### config.mk
export PLATFORM = sky130hd
export DESIGN_NAME = fetch_stage
export DESIGN_NICKNAME = d
export VERILOG_FILES = /design/src/rtl/core_pkg.sv /design/src/rtl/fetch_queue.sv /design/src/rtl/fetch_stage.sv
export SDC_FILE = /design/constraint.sdc
export NUM_CORES = 1
export LEC_CHECK = 0
export CAP_MARGIN = 40
export CORE_AREA = 2 2 128 130
export CTS_CLUSTER_DIAMETER = 150
export DETAILED_ROUTE_END_ITERATION = 6
export DIE_AREA = 0 0 130 132
export DONT_BUFFER_PORTS = 1
export GPL_TIMING_DRIVEN = 0
export PLACE_DENSITY = 0.77
export REMOVE_ABC_BUFFERS = 1
export SLEW_MARGIN = 20
export SYNTH_ARGS = -nofsm -noshare
export SYNTH_HDL_FRONTEND = slang
export SYNTH_SLANG_ARGS = --single-unit
### constraint.sdc
create_clock -name clk -period 5.81 [get_ports clk]
set_input_delay 1.4525 -clock clk [delete_from_list [all_inputs] [get_ports clk]]
set_output_delay 1.4525 -clock clk [all_outputs]
set_load 0.005 [all_outputs]
### src/rtl/core_pkg.sv
// rtl/core_pkg.sv - shared core constants and fetch-stage types
package core_pkg;

  localparam int XLEN = 32;
  localparam logic [XLEN-1:0] RESET_PC = '0;

  typedef enum logic [1:0] {
    IDLE = 2'd0,
    WAIT = 2'd1,
    DROP = 2'd2
  } fetch_state_t;

  typedef struct packed {
    logic [XLEN-1:0] pc;
    logic [31:0]     instr;
  } fetch_entry_t;

endpackage

### src/rtl/fetch_queue.sv
// rtl/fetch_queue.sv - synchronous FIFO of fetched {pc, instr} entries with flush
module fetch_queue
  import core_pkg::*;
#(
  parameter int  FQ_DEPTH = 2,
  localparam int AW = (FQ_DEPTH > 1) ? $clog2(FQ_DEPTH) : 1,
  localparam int CW = $clog2(FQ_DEPTH) + 1
) (
  input  logic         clk,
  input  logic         reset,
  input  logic         flush,
  input  logic         push,
  input  fetch_entry_t push_data,
  input  logic         pop,
  output fetch_entry_t head,
  output logic         valid,
  output logic [CW-1:0] count
);

  fetch_entry_t  mem [FQ_DEPTH];
  logic [AW-1:0] rd_ptr;
  logic [AW-1:0] wr_ptr;
  logic          full;
  logic          do_push;
  logic          do_pop;

  assign full    = (count == CW'(FQ_DEPTH));
  assign valid   = (count != '0);
  assign do_pop  = pop && valid;
  // A push into a full queue is accepted only when the head leaves in the same cycle.
  assign do_push = push && (!full || do_pop);
  // Empty queue presents zeros so decode never sees stale contents.
  assign head    = valid ? mem[rd_ptr] : '0;

  // Pointer and occupancy bookkeeping; flush behaves like reset.
  always_ff @(posedge clk) begin
    if (reset || flush) begin
      rd_ptr <= '0;
      wr_ptr <= '0;
      count  <= '0;
    end else begin
      if (do_push) wr_ptr <= wr_ptr + 1'b1;
      if (do_pop)  rd_ptr <= rd_ptr + 1'b1;
      if (do_push && !do_pop)      count <= count + 1'b1;
      else if (!do_push && do_pop) count <= count - 1'b1;
    end
  end

  // Entry storage; no reset needed since head is masked while empty.
  always_ff @(posedge clk) begin
    if (do_push) mem[wr_ptr] <= push_data;
  end

endmodule

### src/rtl/fetch_stage.sv
// rtl/fetch_stage.sv - instruction fetch stage; FETCH_BYPASS_EN adds same-cycle response bypass
module fetch_stage
  import core_pkg::*;
#(
  parameter int FQ_DEPTH = 2
) (
  input  logic            clk,
  input  logic            reset,
  input  logic [XLEN-1:0] pc_cur,
  output logic [XLEN-1:0] pc_next,
  output logic            pc_en,
  output logic            imem_req,
  output logic [XLEN-1:0] imem_addr,
  input  logic            imem_gnt,
  input  logic            imem_rvalid,
  input  logic [31:0]     imem_rdata,
  input  logic            redirect,
  input  logic [XLEN-1:0] redirect_pc,
  output logic            id_valid,
  input  logic            id_ready,
  output logic [31:0]     id_instr,
  output logic [XLEN-1:0] id_pc
);

  localparam int CW = $clog2(FQ_DEPTH) + 1;
  localparam logic [XLEN-1:0] ALIGN_MASK = ~XLEN'(3);

  fetch_state_t  state;
  fetch_state_t  state_n;
  logic [XLEN-1:0] tag;
  logic          grant;
  logic          accept;
  logic          q_push;
  logic          q_pop;
  logic          q_flush;
  logic          q_valid;
  logic [CW-1:0] q_count;
  fetch_entry_t  q_head;
  fetch_entry_t  resp_entry;

  assign imem_addr  = pc_cur & ALIGN_MASK;
  assign resp_entry = '{pc: tag, instr: imem_rdata};

  // Next state, request and PC update; reset beats redirect beats normal fetch.
  always_comb begin
    state_n  = state;
    pc_en    = 1'b0;
    pc_next  = pc_cur;
    imem_req = 1'b0;
    grant    = 1'b0;
    accept   = 1'b0;
    q_flush  = 1'b0;
    if (reset) begin
      pc_en   = 1'b1;
      pc_next = RESET_PC;
      state_n = IDLE;
      q_flush = 1'b1;
    end else if (redirect) begin
      pc_en   = 1'b1;
      pc_next = redirect_pc & ALIGN_MASK;
      q_flush = 1'b1;
      // An outstanding response must still be swallowed unless it lands right now.
      if (state != IDLE) state_n = imem_rvalid ? IDLE : DROP;
    end else begin
      case (state)
        IDLE: begin
          imem_req = (q_count < CW'(FQ_DEPTH));
          if (imem_req && imem_gnt) begin
            grant   = 1'b1;
            pc_en   = 1'b1;
            pc_next = pc_cur + XLEN'(4);
            state_n = WAIT;
          end
        end
        WAIT: begin
          if (imem_rvalid) begin
            accept  = 1'b1;
            state_n = IDLE;
          end
        end
        DROP: begin
          if (imem_rvalid) state_n = IDLE;
        end
        default: state_n = IDLE;
      endcase
    end
  end

  // State register and PC tag of the single outstanding request.
  always_ff @(posedge clk) begin
    if (reset) begin
      state <= IDLE;
      tag   <= '0;
    end else begin
      state <= state_n;
      if (grant) tag <= pc_cur;
    end
  end

  assign q_pop = q_valid && id_ready;

`ifdef FETCH_BYPASS_EN
  logic bypass;
  // Empty queue: hand the response straight to decode, queue it only if decode stalls.
  assign bypass   = accept && !q_valid;
  assign q_push   = accept && !(bypass && id_ready);
  assign id_valid = q_valid || bypass;
  assign id_instr = bypass ? imem_rdata : q_head.instr;
  assign id_pc    = bypass ? tag : q_head.pc;
`else
  assign q_push   = accept;
  assign id_valid = q_valid;
  assign id_instr = q_head.instr;
  assign id_pc    = q_head.pc;
`endif

  fetch_queue #(
    .FQ_DEPTH (FQ_DEPTH)
  ) u_queue (
    .clk       (clk),
    .reset     (reset),
    .flush     (q_flush),
    .push      (q_push),
    .push_data (resp_entry),
    .pop       (q_pop),
    .head      (q_head),
    .valid     (q_valid),
    .count     (q_count)
  );

endmodule

==> results of run 1 <==
cell families after synthesis:
logic type / synth area share
xor+xnor: 0.0137
fa+ha+maj: 0.00650
mux: 0.0832
buf+inv: 0.0623
other cells: 0.000487
compound gates: 0.0803
flops: 0.601
simple gates: 0.153
power by group:
group	switching (uW)	total, uW	internal, uW
sequential	10.7	1310	1300
combinational	74.8	117	42.5
clock	443	1120	676
total	529	2550	2020
metrics by stage:
stage          setup TNS (ns)  std cells  power (uW)
4_1_cts                     0        875        2570
6_report                    0        877        2550
3_3_place_gp           -89.71        833        1440
2_1_floorplan               0        617        1420
3_5_place_dp                0        843        1450
5_1_grt                     0        877        2630
registers in the layout (all words and copies together) (netlist names), named ones only:
name / cells
state: 2
u_queue.count: 2
u_queue.rd_ptr: 1
u_queue.mem: 128
tag: 32
u_queue.wr_ptr: 1
per-layer routing:
metal / wire [um] / up-vias / track usage / share of wire
li1: - / 2377 / - / -
met1: 7150 / 2478 / 0.240 / 0.39
met2: 9050 / 225 / 0.347 / 0.50
met3: 1520 / 26 / 0.0775 / 0.084
met4: 380 / 0 / 0.0741 / 0.021
met5: 0 / - / 0 / 0
final timing paths:
check                                            from                            to
worst max-delay path                       pc_cur[13]                   pc_next[24]
worst min register to register   tag[16]$_SDFFE_PP0P_  u_queue.mem[0][48]$_DFFE_PP_
worst min-delay path             tag[16]$_SDFFE_PP0P_  u_queue.mem[0][48]$_DFFE_PP_
worst max register to register  state[1]$_SDFFE_PP0P_  u_queue.mem[0][14]$_DFFE_PP_
cell usage after synthesis, drive strengths merged, types with 2 or more instances:
library cell    n
xnor2           7
and3            4
dfxtp          39
nand3          11
clkbuf         29
and4            5
nand4           9
mux2i          64
o21ai           8
xor2            5
edfxtp        128
or2             2
a211o           3
inv            21
a221oi          2
nand2          83
or4             4
nor2           95
a311oi          8
nand3b          3
a221o           2
nor2b           2
ha              4
a2111oi         6
a21oi          38
a211oi         13
nor4            7
or3             9
and2            3
nand4b          2
nor3           13
buf            45
o31ai           2
final cells by class:
type	instances	area, um^2
Inverter	21	78.8
Sequential cell	167	4630
Clock buffer	20	437
Tap cell	216	270
Fill cell	1354	7310
Clock inverter	12	150
Multi-Input combinational cell	429	2630
Timing Repair Buffer	12	205
==> results_dict.tcl, run 1 <==
set metrics [dict create \
    postCtsHoldBufs 0 \
    port_buffers 0 \
    areaGrowthSynthToFinish_pct 9.14 \
    vdd_drop_max_mv 0.186 \
    crit_path_end_kind "primary output" \
    relSlewSlack 0.503 \
    gr-total-overflow 0 \
    clock_path_buffers 2 \
    synth_edf_count 128 \
    synth_top_area_share 0.499 \
    cp.arrival_ns 3.53 \
    coreArea_mm2 0.0157 \
    dpl.hpwl_um 12500 \
    wire_per_inst_um 20.6 \
    grt_pass1_vias 4998 \
    die_y_um 132 \
    drt_first_pass_iters 5 \
    place_ws_ns 0.872 \
    clk_latency_ns 0.41 \
    tritoncts "built" \
    crit_type "primary input to primary output" \
    whs_path_depth 0 \
    synth_area_leader_cell "edfxtp_1" \
    syn-cell-area_mm2 0.00770 \
    start_util 0.490 \
    layout_common_cells "edfxtp_1, nor2_1, nand2_1, mux2i_1" \
    viasPerCell 5.82 \
    min_period_ns 4.99 \
    die_area_mm2 0.0172 \
    final_util 0.535 \
    clock-root-buffer "clkbuf_16" \
    cts_resized 0 \
    hold_class "register to register" \
    drt_iter0_markers 368 \
    layout-drive-gt1-share 0.0756 \
    wl_um 18100 \
    die_x_um 130 \
    drc_errors 0 \
    rsz0062_at_grt "false" \
    period_share 0.858 \
    hold_violations 0 \
    hold_ws_ns 0.455 \
    outcome "completed" \
    placement_rows 46 \
    finalWorstSetupSlack_ns 0.823 \
    ys.flop_type "edfxtp_1" \
    synth.area.top_cells "edfxtp_1, dfxtp_1, mux2i_1, nor2_1, nand2_1" \
    nNetsFinal 754 \
    crit_chain "nand4_1 > nor4_2 > buf_2 > a311oi_1 > a2111oi_0" \
    ff2ff_path_depth 7 \
    antenna_cells 0 \
    fmax_mhz 201 \
    via_count 5106 \
    path_delay_family "simple AND/OR/NAND/NOR gates" \
    yosys_warnings 0 \
    post_dp_cell_area_mm2 0.00780 \
    slowest_delay_ns 0.74 \
    skew_ns 0.00834 \
    clock_sinks 167 \
    crit_buf_inv 1 \
    cap_viol_max_count 0 \
    htree_num_levels 4 \
    track_usage 0.206 \
    powerDensity_mw_per_mm2 303 \
    leakage_uw 0.00265 \
    start_kind "primary input" \
    antenna_found_initial 0 \
    gp_congestion 0.808 \
    synth_cell_types 53 \
    rrSetupSlack_ns 3.13 \
    ys_ff_latch 167 \
    tightestPinTransition_ns 0.740 \
    synthArstFlopShare 0 \
    path_depth 5 \
    clkTransAtPathRegs_ns 0.06 \
    crit_fanout 9 \
    ioPinCount 233 \
    grt_pass1_wl_um 27000 \
    post_cts_buffers 0 \
    antenna_left 0 \
    synthCells 690 \
    final-max-slew-violation-count 0 \
    syn_area_per_cell_um2 11.2 \
    final-setup-viol-count 0 \
    yosysSeqAreaShare 0.601 \
    design_area_mm2 0.00840 \
    mostFrequentLayoutCell "edfxtp_1" \
    numCtsBuffers 17 \
    grt_max_degree 71 \
    cp_slowest_cell "nor4_2" \
    critPathRequiredTime_ns 4.36 \
]
Power figures use the tool's default switching activity.
==> inputs of run 2 (changes only) <==
==> constraint.sdc (replaced) <==
create_clock -name clk -period 5.81 [get_ports clk]
set_input_delay 1.4525 -clock clk [delete_from_list [all_inputs] [get_ports clk]]
set_output_delay 1.4525 -clock clk [all_outputs]
set_load 0.02 [all_outputs]
==> results_dict.tcl, run 2 (synthesized netlist as in run 1, its figures left out) <==
set metrics [dict create \
    crit_fanout 12 \
    nFillCells 1328 \
    htree_num_levels 4 \
    reg.largest.list "u_queue.mem x128, tag x32" \
    antenna_cells 0 \
    coreArea_mm2 0.0157 \
    antenna_left 0 \
    die_x_um 130 \
    clock-root-buffer "clkbuf_16" \
    tritoncts "built" \
    drt_iter0_markers 383 \
    clk_latency_ns 0.41 \
    regArea_mm2 0.00463 \
    start_kind "primary input" \
    multi_input_area_mm2 0.00263 \
    cp.arrival_ns 3.65 \
    clock_sinks 167 \
    placement_rows 46 \
    drc_errors 0 \
    critPathRequiredTime_ns 4.36 \
    crit_type "primary input to primary output" \
    cts_resized 0 \
    port_buffers 0 \
    tightestPinTransition_ns 0.893 \
    clock_path_buffers 2 \
    dpl.hpwl_um 12400 \
    vdd_drop_max_mv 0.188 \
    nNetsFinal 758 \
    viasPerCell 5.80 \
    mostFrequentLayoutCell "edfxtp_1" \
    drt_first_pass_iters 5 \
    gr-total-overflow 0 \
    die_area_mm2 0.0172 \
    areaGrowthSynthToFinish_pct 9.74 \
    layout_common_cells "edfxtp_1, nor2_1, nand2_1, mux2i_1" \
    final_cells 881 \
    clkTransAtPathRegs_ns 0.06 \
    design_area_mm2 0.00845 \
    powerDensity_mw_per_mm2 306 \
    cap_viol_max_count 0 \
    grt_pass1_vias 4947 \
    outcome "completed" \
    post_cts_buffers 0 \
    layout-drive-gt1-share 0.0842 \
    postCtsHoldBufs 0 \
    ioPinCount 233 \
    wire_per_inst_um 20.3 \
    die_y_um 132 \
    relSlewSlack 0.401 \
    final-max-slew-violation-count 0 \
    hold_class "register to register" \
    leakage_uw 0.00267 \
    fin_setup_tns_ns 0 \
    dp.cells 847 \
    min_period_ns 5.10 \
    largest_reg_flops 128 \
    period_share 0.878 \
    fmax_mhz 196 \
    post_dp_cell_area_mm2 0.00784 \
    gp_congestion 0.808 \
    track_usage 0.204 \
    skew_ns 0.00909 \
    rsz0062_at_grt "false" \
    start_util 0.490 \
    regMostFlops "u_queue.mem" \
    wl_um 17800 \
    numCtsBuffers 17 \
    crit_path_end_kind "primary output" \
    grt_pass1_wl_um 26800 \
    final-setup-viol-count 0 \
    grt_max_degree 71 \
    via_count 5112 \
    antenna_found_initial 0 \
    hold_violations 0 \
]
[run 2: changes by cell type in the layout (fill, tap and decap cells not counted)]
| cell | delta |
|---|---|
| a2111oi_0 | -3 |
| a2111oi_1 | +3 |
| buf_2 | +2 |
| clkbuf_8 | +1 |
| clkdlybuf4s15_2 | +1 |
| clkdlybuf4s18_2 | +1 |
| clkinv_1 | -2 |
| clkinv_2 | +1 |
[run 2: power by group]
part / total [uW] / switching, uW / internal, uW
clock: 1130 / 441 / 690
sequential: 1310 / 10.6 / 1300
combinational: 144 / 99.3 / 44.7
total: 2590 / 551 / 2030
[run 2: metal layers]
layer,vias to the layer above,global-route usage,part of all wire
met2,244,0.336,0.50
met5,-,0,0
li1,2378,-,-
met3,24,0.0710,0.093
met1,2466,0.247,0.39
met4,0,0.0741,0.023
[run 2: final cells by class]
| class | count | area share |
|---|---|---|
| Sequential cell | 167 | 0.548 |
| Multi-Input combinational cell | 429 | 0.312 |
| Clock buffer | 21 | 0.0533 |
| Tap cell | 216 | 0.0320 |
| Timing Repair Buffer | 16 | 0.0280 |
| Clock inverter | 11 | 0.0175 |
| Inverter | 21 | 0.00933 |
[run 2: worst max-delay path, cell delays in order]
cell	delay, ns
nand3b_1	0.39
or4_4	0.69
or4_1	0.43
a311oi_1	0.69
[run 2: final timing paths]
| path | start | slack [ns] | end | cells after the start |
|---|---|---|---|---|
| worst min-delay path | tag[26]$_SDFFE_PP0P_ | 0.45 | u_queue.mem[0][58]$_DFFE_PP_ | 0 |
| worst max register to register | state[1]$_SDFFE_PP0P_ | 3.11 | u_queue.mem[0][26]$_DFFE_PP_ | 7 |
| worst max-delay path | imem_gnt | 0.71 | pc_next[23] | 4 |
| worst min register to register | tag[26]$_SDFFE_PP0P_ | 0.45 | u_queue.mem[0][58]$_DFFE_PP_ | 0 |
[run 2: stage by stage]
stage	hold WS (ns)	utilization	setup WS (ns)	total power, uW
floorplan	0.425	-	0.228	1440
global placement	0.429	0.482	-1.41	1470
detailed placement	0.437	0.499	0.718	1480
CTS	0.451	0.537	0.716	2610
global route	0.463	0.538	0.560	2680
finish	0.452	0.538	0.709	2590
==> inputs of run 3 (changes only) <==
Settings changed: PLACE_DENSITY 0.77 to 0.66.
==> results_dict.tcl, run 3 (synthesized netlist as in run 1, its figures left out) <==
set metrics [dict create \
    reg.largest.list "u_queue.mem x128, tag x32" \
    crit_path_end_kind "primary output" \
    leakage_uw 0.00267 \
    fmax_mhz 193 \
    htree_num_levels 4 \
    layout-drive-gt1-share 0.0873 \
    wl_um 18300 \
    power_frac_seq 0.521 \
    final-max-slew-violation-count 0 \
    min_from "tag[18]$_SDFFE_PP0P_" \
    grt_pass1_wl_um 27500 \
    hold_ws_ns 0.453 \
    nNetsFinal 757 \
    drt_first_pass_iters 5 \
    gp_congestion 0.814 \
    clock-root-buffer "clkbuf_16" \
    cts_resized 0 \
    viasPerCell 5.80 \
    via_count 5100 \
    drt_iter0_markers 301 \
    antenna_left 0 \
    slowest_delay_ns 0.76 \
    nFillCells 1380 \
    p_int_uw 1940 \
    regMostFlops "u_queue.mem" \
    gr-total-overflow 0 \
    crit_type "primary input to primary output" \
    rsz0062_at_grt "false" \
    antenna_cells 0 \
    outcome "completed" \
    skew_ns 0.0106 \
    port_buffers 0 \
    die_y_um 132 \
    r2r-start "state[1]$_SDFFE_PP0P_" \
    ioPinCount 233 \
    min_period_ns 5.17 \
    crit_fanout 12 \
    crit_path_start "imem_gnt" \
    crit_buf_inv 0 \
    p_sw_uw 575 \
    path_delay_family "simple AND/OR/NAND/NOR gates" \
    tightestPinTransition_ns 0.876 \
    placement_rows 46 \
    final_util 0.537 \
    start_util 0.490 \
    powerDensity_mw_per_mm2 298 \
    crit_chain "nand3b_1 > or4_4 > or4_1 > a311oi_1" \
    mostFrequentLayoutCell "edfxtp_1" \
    clk_latency_ns 0.42 \
    die_area_mm2 0.0172 \
    vdd_drop_max_mv 0.203 \
    cp_slowest_cell "a311oi_1" \
    post_cts_buffers 0 \
    tritoncts "built" \
    largest_reg_flops 128 \
    cap_viol_max_count 0 \
    dpl.hpwl_um 12400 \
    period_share 0.890 \
    track_usage 0.213 \
    power_uw 2520 \
    power_frac_clock 0.420 \
    antenna_found_initial 0 \
    swShare 0.228 \
    combPwrFrac 0.059 \
    hold_violations 0 \
    numCtsBuffers 17 \
    grt_max_degree 71 \
    coreArea_mm2 0.0157 \
    start_kind "primary input" \
    die_x_um 130 \
    clock_sinks 167 \
    relSlewSlack 0.412 \
    final-setup-viol-count 0 \
    areaGrowthSynthToFinish_pct 9.66 \
    postCtsHoldBufs 0 \
    wire_per_inst_um 20.8 \
    hold_class "register to register" \
    clock_path_buffers 2 \
    layout_common_cells "edfxtp_1, nor2_1, nand2_1, mux2i_1" \
    drc_errors 0 \
    clkTransAtPathRegs_ns 0.06 \
    critPathRequiredTime_ns 4.36 \
    cp.arrival_ns 3.72 \
    grt_pass1_vias 5015 \
]
run 3: path summary, 6_finish.rpt:
kind,to,slack (ns),cells past startpoint
max,pc_next[23],0.64,4
min,u_queue.mem[1][50]$_DFFE_PP_,0.45,0
max reg2reg,u_queue.mem[0][17]$_DFFE_PP_,3.12,7
min reg2reg,u_queue.mem[1][50]$_DFFE_PP_,0.45,0
run 3: area by class of cell:
| cell class | instances | area (um^2) | share of cell area |
|---|---|---|---|
| sequential | 167 | 4630 | 0.548 |
| multi-input combinational | 429 | 2650 | 0.314 |
| clock buffer | 18 | 429 | 0.0509 |
| tap | 216 | 270 | 0.0320 |
| timing repair buffer | 15 | 260 | 0.0308 |
| clock inverter | 14 | 124 | 0.0147 |
| inverter | 21 | 78.8 | 0.00934 |
run 3: stage by stage:
step	cell area, um^2	instances	setup TNS, ns	setup WS (ns)
2_1_floorplan	7300	617	0	0.228
3_3_place_gp	7570	833	-111.35	-1.71
3_5_place_dp	7880	847	0	0.676
4_1_cts	8430	879	0	0.668
5_1_grt	8440	880	0	0.622
6_report	8440	880	0	0.638
run 3: layer usage:
metal	up-vias	part of all wire	global-route usage	wire, um
met2	282	0.48	0.351	8830
met4	0	0.024	0.0872	431
met5	-	0	0	0
met3	30	0.094	0.0747	1710
li1	2377	-	-	-
met1	2411	0.40	0.253	7320
run 3: power by group through the flow:
stage / sequential [uW] / clock (uW) / combinational [uW]
after detailed placement: 1340 / 0 / 149
final: 1310 / 1060 / 148
after CTS: 1310 / 1080 / 149
after global placement: 1340 / 0 / 133
after global routing: 1310 / 1130 / 161
after floorplan: 1330 / 0 / 107
==> RTL edit 1, RTL diff (settings of run 1) <==
The package constant `XLEN` goes from 32 to 28.
--- a/src/rtl/core_pkg.sv
+++ b/src/rtl/core_pkg.sv
@@ -3,3 +3,3 @@
 
-  localparam int XLEN = 32;
+  localparam int XLEN = 28;
   localparam logic [XLEN-1:0] RESET_PC = '0;
Ports: changed (5 resized); port bits go from 233 to 213. No check against the original RTL was run, so the function may have changed too.
==> RTL edit 1 against run 1 <==
Worst setup slack improved by 120 ps. Die area unchanged. Total power decreased by 5.7%. Sequential power decreased by 7%. Synthesized area decreased by 8.0%. Via count decreased by 11%. Wire length decreased by 9.1%. Hold slack got worse by 1.9 ps. Cell area decreased by 6.9%. Sequential cell count decreased by 12.
==> RTL edit 1: results (changes against run 1) <==
XOR/XNOR Fraction of Synth Area=1.86% (+0.49 points); Net Sw Frac=20.7% (-0.065 points); met3 WL=1340 um (-12%); vias in the first global route=4463 (-11%); Mapped Cells=625 (-9.4%); status=finished clean; met2 WL=8090 um (-11%); vias per cell=5.51 (-5.4%); post-cts resize count=0 (unchanged); Post-Synth Adder-Cell Area=0.707% (+0.057 points); DR pass1 iterations=5 (unchanged); met1 Track Usage GR=22.4% (-1.6 points); met3 Usage GRT=6.53% (-1.2 points); crit path max fanout=8 (-1); combinational share of power=4.3% (-0.3 points); M1 wire length=6590 um (-7.8%); Critical Path AT=3410 ps (-120 ps); Placed Cells=791 (-6.2%); complex-gate fraction of the synthesized area=6.82% (-1.2 points); mux cell area share after synthesis=8.48% (+0.16 points); clock power share=45.1% (+1.2 points); Cell variety after synth=41 (-23%); initial drt markers=256 (-30%); CP max stage cell=a2111oi_0; Largest regs=u_queue.mem (120), tag (28); largest net degree at the start of global routing=59 (-17%); fin nets=693 (-8.1%); top cells by area, synth=edfxtp_1 51%, dfxtp_1 9.9%, mux2i_1 8.5%, nor2_1 5.0%, nand2_1 4.0%; pre-CTS worst setup slack=874 ps (+1.28 ps); first-pass GRT wire length=24600 um (-9.1%); Post-Route Skew=8.36 ps (+0.0175 ps); met2 GRT Util=31.1% (-3.6 points); LEAKAGE=2.42 nW (-8.7%); vias after detailed routing=4538 (-11%); Post-synth top cells=120 x edfxtp_1, 95 x nor2_1, 76 x nand2_1; GRT Util Overall=19.0% (-1.7 points); post-DP HPWL=11500 um (-7.4%); sequential area share after synthesis=60.8% (+0.71 points); # fillers=1393 (+2.9%); Worst Tran Pin Value=843 ps (+102 ps)
-- RTL edit 1: layout make-up --
type / instances / area [um2] / area share [%]
clock buffer: 26 / 553 / 7.07
clock inverter: 6 / 47.5 / 0.608
inverter: 13 / 50.0 / 0.640
multi-input combinational: 392 / 2400 / 30.6
sequential: 155 / 4310 / 55.1
tap: 216 / 270 / 3.45
timing repair buffer: 16 / 198 / 2.53
-- RTL edit 1: final timing paths --
| kind | depth (start not counted) | endpoint | startpoint | slack [ps] |
|---|---|---|---|---|
| max | 5 | pc_next[18] | pc_cur[2] | 950 |
| min | 0 | u_queue.mem[0][44]$_DFFE_PP_ | tag[12]$_SDFFE_PP0P_ | 450 |
| max reg2reg | 7 | u_queue.mem[0][9]$_DFFE_PP_ | state[0]$_SDFFE_PP0P_ | 3450 |
| min reg2reg | 0 | u_queue.mem[0][44]$_DFFE_PP_ | tag[12]$_SDFFE_PP0P_ | 450 |
==> RTL edit 2, RTL diff (config.mk and constraints of run 1) <==
Made on the original files. Make the reset (`reset`) asynchronous in one clocked block.
--- a/src/rtl/fetch_stage.sv
+++ b/src/rtl/fetch_stage.sv
@@ -89,3 +89,3 @@
   // State register and PC tag of the single outstanding request.
-  always_ff @(posedge clk) begin
+  always_ff @(posedge clk or posedge reset) begin
     if (reset) begin
Check against the original RTL: no difference found for any inputs over 4 cycles, from zero or initial values and one cycle with reset high; that may be too few to reach the edited logic, so the function may still have changed.
==> RTL edit 2 against run 1 <==
Count of clock-buffer cells in the layout shrank 3. Wire length shrank 7.4%. Register-to-register slack gained 370 ps. Largest cell class unchanged. Synthesized area is essentially flat. Sequential share of layout area grew 2.1 points. Worst setup slack gained 430 ps. Combinational power grew 30%. Total power grew 3.2%. Sequential cell count is the same. Cell area shrank 0.13%.
==> RTL edit 2: results (changes against run 1) <==
Largest regs=u_queue.mem (128), tag (32); clock transition at the registers of the reported paths=70 ps; largest net degree at the start of global routing=52 (-27%); Max stage delay on crit path=440 ps (-300 ps); syn_area_per_cell=12.9 um2 (+16%); HP Class=register to register; reg2reg path depth=7 (unchanged); top cells by area, synth=edfxtp_1 50%, dfrtp_1 11%, mux2i_1 8.7%, nor2_1 5.1%, mux2_2 4.2%; Cell variety after synth=45 (-15%); routability cong.=0.784 (-3.0%); Total Wirelength=16800 um (-7.4%); CP max stage cell=nand2_1; DR pass1 iterations=4 (-1); pre-CTS worst setup slack=1230 ps (+355 ps); sequential area share after synthesis=62.3% (+2.3 points); Yosys warning count=0 (unchanged); vias in the first global route=4506 (-9.8%); TNS Setup=0 ps (unchanged); vias per cell=5.60 (-3.9%); Post-Route Skew=12.5 ps (+4.13 ps); non-filler cells, final=796 (-9.2%); initial drt markers=240 (-35%); Slew headroom=46.8% (-3.5 points); Critical Path AT=3110 ps (-420 ps); layout cells sized above 1=15.2% (+7.6 points); I/O Buffers=0 (unchanged); Post-synth EDFFs=128 (unchanged); post-DP HPWL=11900 um (-4.7%); Max Clk Rate=219 MHz (+9.4%); initial antenna violation count=0 (unchanged); Post-CTS Setup Bufs=0 (unchanged); first-pass GRT wire length=25100 um (-7.1%); fraction of registers with async set/reset=20.4% (+20 points); fin nets=673 (-11%); Post-synth top flop=edfxtp_1; GRT Util Overall=19.5% (-1.1 points); maximum vdd drop=0.180 mV (-2.9%); Post-synth top cells=128 x edfxtp_1, 104 x nor2_1, 67 x mux2i_1; Net Sw Frac=22.2% (+1.4 points); Placed Cells=764 (-9.4%); ANT cells=0 (unchanged); crit path max fanout=10 (+1); status=finished clean; # fillers=1321 (-2.4%); Inserted Clock Buffers=17 (unchanged); LEAKAGE=2.73 nW (+3.3%); H-tree depth=4 (unchanged); post-cts resize count=0 (unchanged); Reg2Reg Setup Slack=3500 ps (+370 ps); Root Driver=clkbuf_16; hold depth=0 (unchanged); Longest Clk Path Bufs=2 (unchanged)
==> RTL edit 2: metal layers <==
layer  vias to the layer above  track usage [%]  routed length, um
met5                         -                0                  0
met4                         0             6.15                129
met3                        10             6.25               1190
met2                       167             33.0               8660
met1                      2210             23.8               6790
li1                       2067                -                  -
==> RTL edit 2: cells by family after synthesis <==
kind of cell	share of synthesized area, %
other	0.0488
DFF	62.3
and+or+nand+nor	11.5
adders and majority gates	0.651
AOI/OAI and AO/OA	3.81
xor gates and xnor gates	3.42
buffers and inverters	5.29
muxes	13.0
==> RTL edit 2: power groups by stage <==
stage / sequential, mW / clock [mW] / combinational (mW)
3_5_place_dp: 1.45 / 0 / 0.154
5_1_grt: 1.43 / 1.13 / 0.170
6_report: 1.42 / 1.06 / 0.152
2_1_floorplan: 1.43 / 0 / 0.118
4_1_cts: 1.42 / 1.08 / 0.155
3_3_place_gp: 1.44 / 0 / 0.140
==> RTL edit 2: final timing paths <==
kind                                 startpoint                           end
max                                    imem_gnt                   pc_next[13]
min reg2reg                 tag[12]$_DFFE_PP0P_  u_queue.mem[1][44]$_DFFE_PP_
max in group asynchronous                 reset           tag[16]$_DFFE_PP0P_
min                         tag[12]$_DFFE_PP0P_  u_queue.mem[1][44]$_DFFE_PP_
min in group asynchronous                 reset           tag[28]$_DFFE_PP0P_
max reg2reg                state[1]$_DFFE_PP0P_  u_queue.mem[0][44]$_DFFE_PP_
==> RTL edit 2: cell type report <==
| class | count | share of cell area [%] |
|---|---|---|
| multi-input cells | 358 | 29.9 |
| clock buffers | 17 | 5.07 |
| repair buffers | 13 | 2.60 |
| flip-flops and latches | 167 | 57.2 |
| well taps | 216 | 3.22 |
| inverters | 10 | 0.462 |
| clock inverters | 15 | 1.52 |
==> RTL edit 2: per-stage QoR <==
| step | hold slack, ps | area, um2 | power [mW] | utilization (%) |
|---|---|---|---|---|
| 6_report | 468 | 8390 | 2.63 | 53.4 |
| 5_1_grt | 478 | 8390 | 2.72 | 53.4 |
| 4_1_cts | 468 | 8390 | 2.65 | 53.4 |
| 3_5_place_dp | 452 | 7840 | 1.60 | 49.9 |
| 3_3_place_gp | 443 | 7590 | 1.58 | 48.3 |
| 2_1_floorplan | 437 | 7320 | 1.55 | - |
==> RTL edit 2: critical path, delay by kind of cell <==
family,cells,cell delay [ps]
AO/OA/AOI/OAI,1,340
AND/OR/NAND/NOR,3,1300
